`src/rtl/trotrig_uart_tap_if.sv`:
```
// Output bundle of the UART tap: the character byte and its two strobes,
// in the form the trojan trigger counter consumes.
//   din       : last correctly framed character
//   enable    : one-cycle strobe, din newly updated in the same cycle
//   frame_err : one-cycle strobe on a stop-bit violation
// master = the tap driving the bundle, slave = the consumer.
interface trotrig_uart_tap_if #(
   parameter int DINBITS = 8
);
   logic [DINBITS-1:0] din;
   logic               enable;
   logic               frame_err;

   modport master (output din, enable, frame_err);
   modport slave  (input  din, enable, frame_err);
endinterface

```
`src/rtl/trotrig_uart_tap.sv`:
```
// Passive UART (8N1-style, LSB first) deframer feeding the trigger counter.
// Each good character appears on tap.din with a one-cycle tap.enable;
// a frame whose stop bit is low is dropped and flagged on tap.frame_err.
// Ports:
//   clk    : single clock, rising edge
//   resetn : asynchronous active-low reset
//   rx     : raw serial line, asynchronous to clk, idles high
//   tap    : output bundle (din / enable / frame_err), master side
module trotrig_uart_tap #(
   parameter int DINBITS      = 8,
   parameter int CLKS_PER_BIT = 16
) (
   input  logic               clk,
   input  logic               resetn,
   input  logic               rx,
   trotrig_uart_tap_if.master tap
);

   localparam int H  = CLKS_PER_BIT / 2;
   localparam int TW = $clog2(CLKS_PER_BIT);
   localparam int IW = (DINBITS > 1) ? $clog2(DINBITS) : 1;

   localparam logic [TW-1:0] T_HALF   = TW'(H - 1);
   localparam logic [TW-1:0] T_FULL   = TW'(CLKS_PER_BIT - 1);
   localparam logic [IW-1:0] IDX_LAST = IW'(DINBITS - 1);

   localparam logic [2:0] S_IDLE  = 3'd0;
   localparam logic [2:0] S_START = 3'd1;
   localparam logic [2:0] S_DATA  = 3'd2;
   localparam logic [2:0] S_STOP  = 3'd3;
   localparam logic [2:0] S_BREAK = 3'd4;

   logic               sync1_q, sync2_q;
   logic               rx_s;
   logic [2:0]         state_q, state_d;
   logic [TW-1:0]      timer_q, timer_d;
   logic [IW-1:0]      idx_q, idx_d;
   logic [DINBITS-1:0] shift_q, shift_d;
   logic [DINBITS-1:0] din_q, din_d;
   logic               enable_q, enable_d;
   logic               ferr_q, ferr_d;

   assign rx_s = sync2_q;

   always_comb begin
      state_d  = state_q;
      timer_d  = timer_q;
      idx_d    = idx_q;
      shift_d  = shift_q;
      din_d    = din_q;
      enable_d = 1'b0;
      ferr_d   = 1'b0;
      case (state_q)
         S_IDLE: begin
            if (!rx_s) begin
               state_d = S_START;
               timer_d = T_HALF;
            end
         end
         S_START: begin
            if (timer_q == '0) begin
               // A start bit that is high again at its midpoint was a glitch.
               if (!rx_s) begin
                  state_d = S_DATA;
                  timer_d = T_FULL;
                  idx_d   = '0;
               end else begin
                  state_d = S_IDLE;
               end
            end else begin
               timer_d = timer_q - TW'(1);
            end
         end
         S_DATA: begin
            if (timer_q == '0) begin
               // LSB arrives first: shifting right leaves it at bit 0.
               shift_d = {rx_s, shift_q[DINBITS-1:1]};
               timer_d = T_FULL;
               if (idx_q == IDX_LAST) begin
                  state_d = S_STOP;
               end else begin
                  idx_d = idx_q + IW'(1);
               end
            end else begin
               timer_d = timer_q - TW'(1);
            end
         end
         S_STOP: begin
            // Leaving at the stop-bit midpoint allows back-to-back frames.
            if (timer_q == '0) begin
               if (rx_s) begin
                  din_d    = shift_q;
                  enable_d = 1'b1;
                  state_d  = S_IDLE;
               end else begin
                  ferr_d  = 1'b1;
                  state_d = S_BREAK;
               end
            end else begin
               timer_d = timer_q - TW'(1);
            end
         end
         S_BREAK: begin
            // Wait out a held-low line so a break flags only once.
            if (rx_s) begin
               state_d = S_IDLE;
            end
         end
         default: state_d = S_IDLE;
      endcase
   end

   always_ff @(posedge clk or negedge resetn) begin
      if (!resetn) begin
         sync1_q  <= 1'b1;
         sync2_q  <= 1'b1;
         state_q  <= S_IDLE;
         timer_q  <= '0;
         idx_q    <= '0;
         shift_q  <= '0;
         din_q    <= '0;
         enable_q <= 1'b0;
         ferr_q   <= 1'b0;
      end else begin
         sync1_q  <= rx;
         sync2_q  <= sync1_q;
         state_q  <= state_d;
         timer_q  <= timer_d;
         idx_q    <= idx_d;
         shift_q  <= shift_d;
         din_q    <= din_d;
         enable_q <= enable_d;
         ferr_q   <= ferr_d;
      end
   end

   assign tap.din       = din_q;
   assign tap.enable    = enable_q;
   assign tap.frame_err = ferr_q;

endmodule

```
`src/flat_wrapper.sv`:
```
// flat-port wrapper written by rule: the top's interface ports become plain ports
module trotrig_uart_tap_flat 
#(
   parameter int DINBITS      = 8,
   parameter int CLKS_PER_BIT = 16
)
  (clk, resetn, rx, tap_din, tap_enable, tap_frame_err);
  trotrig_uart_tap_if #(.DINBITS(DINBITS)) tap_i ();
  input  logic clk;
  input  logic resetn;
  input  logic rx;
  output wire logic [$bits(tap_i.din)-1:0] tap_din;
  output wire logic [$bits(tap_i.enable)-1:0] tap_enable;
  output wire logic [$bits(tap_i.frame_err)-1:0] tap_frame_err;
  assign tap_din = tap_i.din;
  assign tap_enable = tap_i.enable;
  assign tap_frame_err = tap_i.frame_err;
  trotrig_uart_tap #(.DINBITS(DINBITS), .CLKS_PER_BIT(CLKS_PER_BIT)) u_core (.clk(clk), .resetn(resetn), .rx(rx), .tap(tap_i));
endmodule
```
`config.mk`:
```
export PLATFORM = sky130hd
export DESIGN_NAME = trotrig_uart_tap_flat
export DESIGN_NICKNAME = d
export VERILOG_FILES = /design/src/rtl/trotrig_uart_tap_if.sv /design/src/rtl/trotrig_uart_tap.sv /design/src/flat_wrapper.sv
export SDC_FILE = /design/constraint.sdc
export NUM_CORES = 1
export LEC_CHECK = 0
export ABC_AREA = 1
export ABC_CLOCK_PERIOD_IN_PS = 3130
export CAP_MARGIN = 20
export CORE_MARGIN = 5
export CORE_UTILIZATION = 60
export CTS_BUF_LIST = sky130_fd_sc_hd__clkbuf_16
export DETAILED_ROUTE_END_ITERATION = 8
export MAX_ROUTING_LAYER = met4
export PLACE_DENSITY = 0.84
export SYNTH_ARGS = -nofsm -noshare
export SYNTH_HDL_FRONTEND = slang
export SYNTH_SLANG_ARGS = --single-unit
```
`constraint.sdc`:
```
create_clock -name clk -period 3.13 [get_ports clk]
set_clock_uncertainty 0.1 [all_clocks]
set_input_delay 0.626 -clock clk [delete_from_list [all_inputs] [get_ports clk]]
set_output_delay 0.626 -clock clk [all_outputs]
set_load 0.1 [all_outputs]
```
==> metrics.txt <==
sequential share of power 0.298; fmax between 500 and 600 MHz; Mapped Nets around 160; full die area ~0.0034 mm²; post-synthesis simple-gate area fraction 0.282; Pleak between 0.8 and 0.9 nW; worst-skew pair later-pin latency ~270 ps; drt via density ~5.4; Final period util 0.543; XOR/XNOR Fraction of Synth Area 0.00623; top-count cell post-synth nand2_1; Initial Utilization 0.630; CTS tree done; layout cells sized above 1 0.213; kind of critical path reg -> reg; critical path capture point type register; Compound-Gate Fraction of Synth Area 0.0845; Rows 17; Synth async-reset ratio 1.00; ys flop type dfrtp_1; # H-tree levels 2; syn_area_per_cell approximately 9 µm²; setup TNS 0 ps; largest net degree at the start of global routing 31; grt ovf 0; largest family of logic cells by synthesized area simple AND/OR/NAND/NOR gates; Crit path required time 3180 ps; Cells after Synth roughly 160; total CTS buffers 5; ANT cells 0; max_slew headroom 0.751; Setup crit end u_core.timer_q[2]; DRT antenna net count 0; Synth-to-Final Area Change 21.0%; Synth area leader dfrtp_1; worst r2r src u_core.timer_q[0]; Setup Buffers After CTS 0; HP Class reg -> reg; CP Launch Type register; Hold Vio Cnt, Final 0; DR pass1 iterations 4; drc violations 0; pins over their slew limit 0; Die Ht slightly below 60 µm; list of most frequent post-synthesis cells 41 x nand2_1, 28 x dfrtp_1, 14 x inv_1; CTS Hold Buffers Added 0; global-route wire length before repair 4990 µm; Reg2Reg Depth 9; hold-critical path depth 0; Post-Synth Adder-Cell Area 0.0267; hold_ws 253 ps; clk slew on worst S/H paths approximately 50 ps; RePlAce Congestion 0.902; clk sink count 30; PortBufs 12; post-synth design cell area about 0.0014 mm²; clock buffer depth 2; Die X a little under 60 µm; outcome complete, no violations; Sw Share 0.405; internal power between 1 and 1.5 mW; Post-synth EDFFs 0; Logic pwr share 0.379; Psw between 0.7 and 0.8 mW; HPWL Detailed between 1500 and 2000 µm; number of synthesized register bits 30; Synth top area share 0.498; Worst-Margin Slew about 370 ps; RSZ-0062 raised after global routing false; CTS root buf clkbuf_16; Final setup viols 0; gr usage total 0.205; post-route setup slack 1430 ps; vias in the first global route around 1100; worst reg2reg setup slack roughly 1400 ps; Core ar. 0.00223 mm²; Cell variety after synth 22; Final min period between 1500 and 2000 ps; mux contribution to synthesized area 0; worst r2r dst u_core.timer_q[2]; WL per Instance ~14 µm; Clock power frac 0.323; Iteration-0 DRC Markers 33; maximum fanout along the worst path 7; number of antenna violations at the first check in global routing 0; crit path DAT 1750 ps; post-cts sizing count 0; # IOs 13; register area share after synthesis 0.536; drt total wl 2850 µm; max-cap viol count 0; crit path launch u_core.timer_q[0]; Place WS approximately 1500 ps; pwr/cell area 1110 mW/mm²; Vias between 1000 and 1500; VDD IR max 0.790 mV; synth warn 0; Nets 179; Fillers 150; dominant cells by area after synthesis dfrtp_1 50%, nand2_1 11%, nand3_1 3.9%
-- through the flow --
step	area, µm²	instances	total power, mW	utilization
final	1700	202	1.89	0.762
after global placement	1510	194	1.24	0.677
after detailed placement	1510	194	1.26	0.677
after CTS	1700	202	1.90	0.762
after floorplan	1410	155	1.12	-
after global routing	1700	202	2.00	0.762
-- power by group through the flow --
stage | Sequential [mW] | Combinational (mW) | Clock [mW]
final | 0.563 | 0.716 | 0.610
after global routing | 0.576 | 0.783 | 0.644
after CTS | 0.561 | 0.718 | 0.616
after detailed placement | 0.565 | 0.697 | 0
after global placement | 0.564 | 0.677 | 0
after floorplan | 0.775 | 0.343 | 0
-- worst min-delay path by stage --
stage,startpoint,to
floorplan,resetn,u_core.idx_q[0]
global placement,u_core.sync1_q,u_core.rx_s
CTS,u_core.sync1_q,u_core.rx_s
global route,u_core.sync1_q,u_core.rx_s
detailed placement,u_core.sync1_q,u_core.rx_s
finish,u_core.sync1_q,u_core.rx_s
-- state kept, by name, indices dropped and copies added, names as in the netlist --
| register | count |
|---|---|
| u_core.idx_q | 3 |
| u_core.rx_s | 1 |
| u_core.shift_q | 8 |
| u_core.state_q | 3 |
| u_core.sync1_q | 1 |
| u_core.tap.din | 8 |
| u_core.tap.enable | 1 |
| u_core.tap.frame_err | 1 |
| u_core.timer_q | 4 |
-- cell type report --
cell class	count	area, µm²	share of cell area
well taps	28	35.0	0.0206
repair buffers	13	103	0.0603
flip-flops and latches	30	753	0.443
clock inverters	3	63.8	0.0375
clock buffers	5	125	0.0735
inverters	16	60.1	0.0353
multi-input cells	107	562	0.330
-- per-layer routing --
metal,GRT usage,vias to the layer above,routed length (µm)
met5,-,-,0
met4,0.129,0,89
met3,0.0526,11,137
met2,0.322,24,1430
met1,0.232,527,1200
li1,-,534,-
-- cells in the final DEF (no fill, tap or decap), drive strengths merged --
cell type       n
nand3          11
clkdlybuf4s50   2
nand2          46
ha              3
bufinv          2
clkbuf          5
dfstp           2
o21ai          15
buf            11
nand3b          1
clkinv          1
xnor2           1
dfrtp          28
inv            16
nor2           20
nand4           2
a21oi           8
-- cell families after synthesis --
kind of cell,Yosys count
fa+ha+maj,3
compound gates,23
xor+xnor,1
flops,30
simple gates,80
buf+inv,18
-- critical path, stage by stage, from the launching register on --
cell	delay, ps
dfrtp_1	370
inv_1	130
ha_1	240
nand2_1	110
nor2_4	150
nand2_4	100
nand2_1	140
nor2_4	70
nand2_1	70
o21ai_0	90
Note: power is estimated with default switching activity, not from simulation.
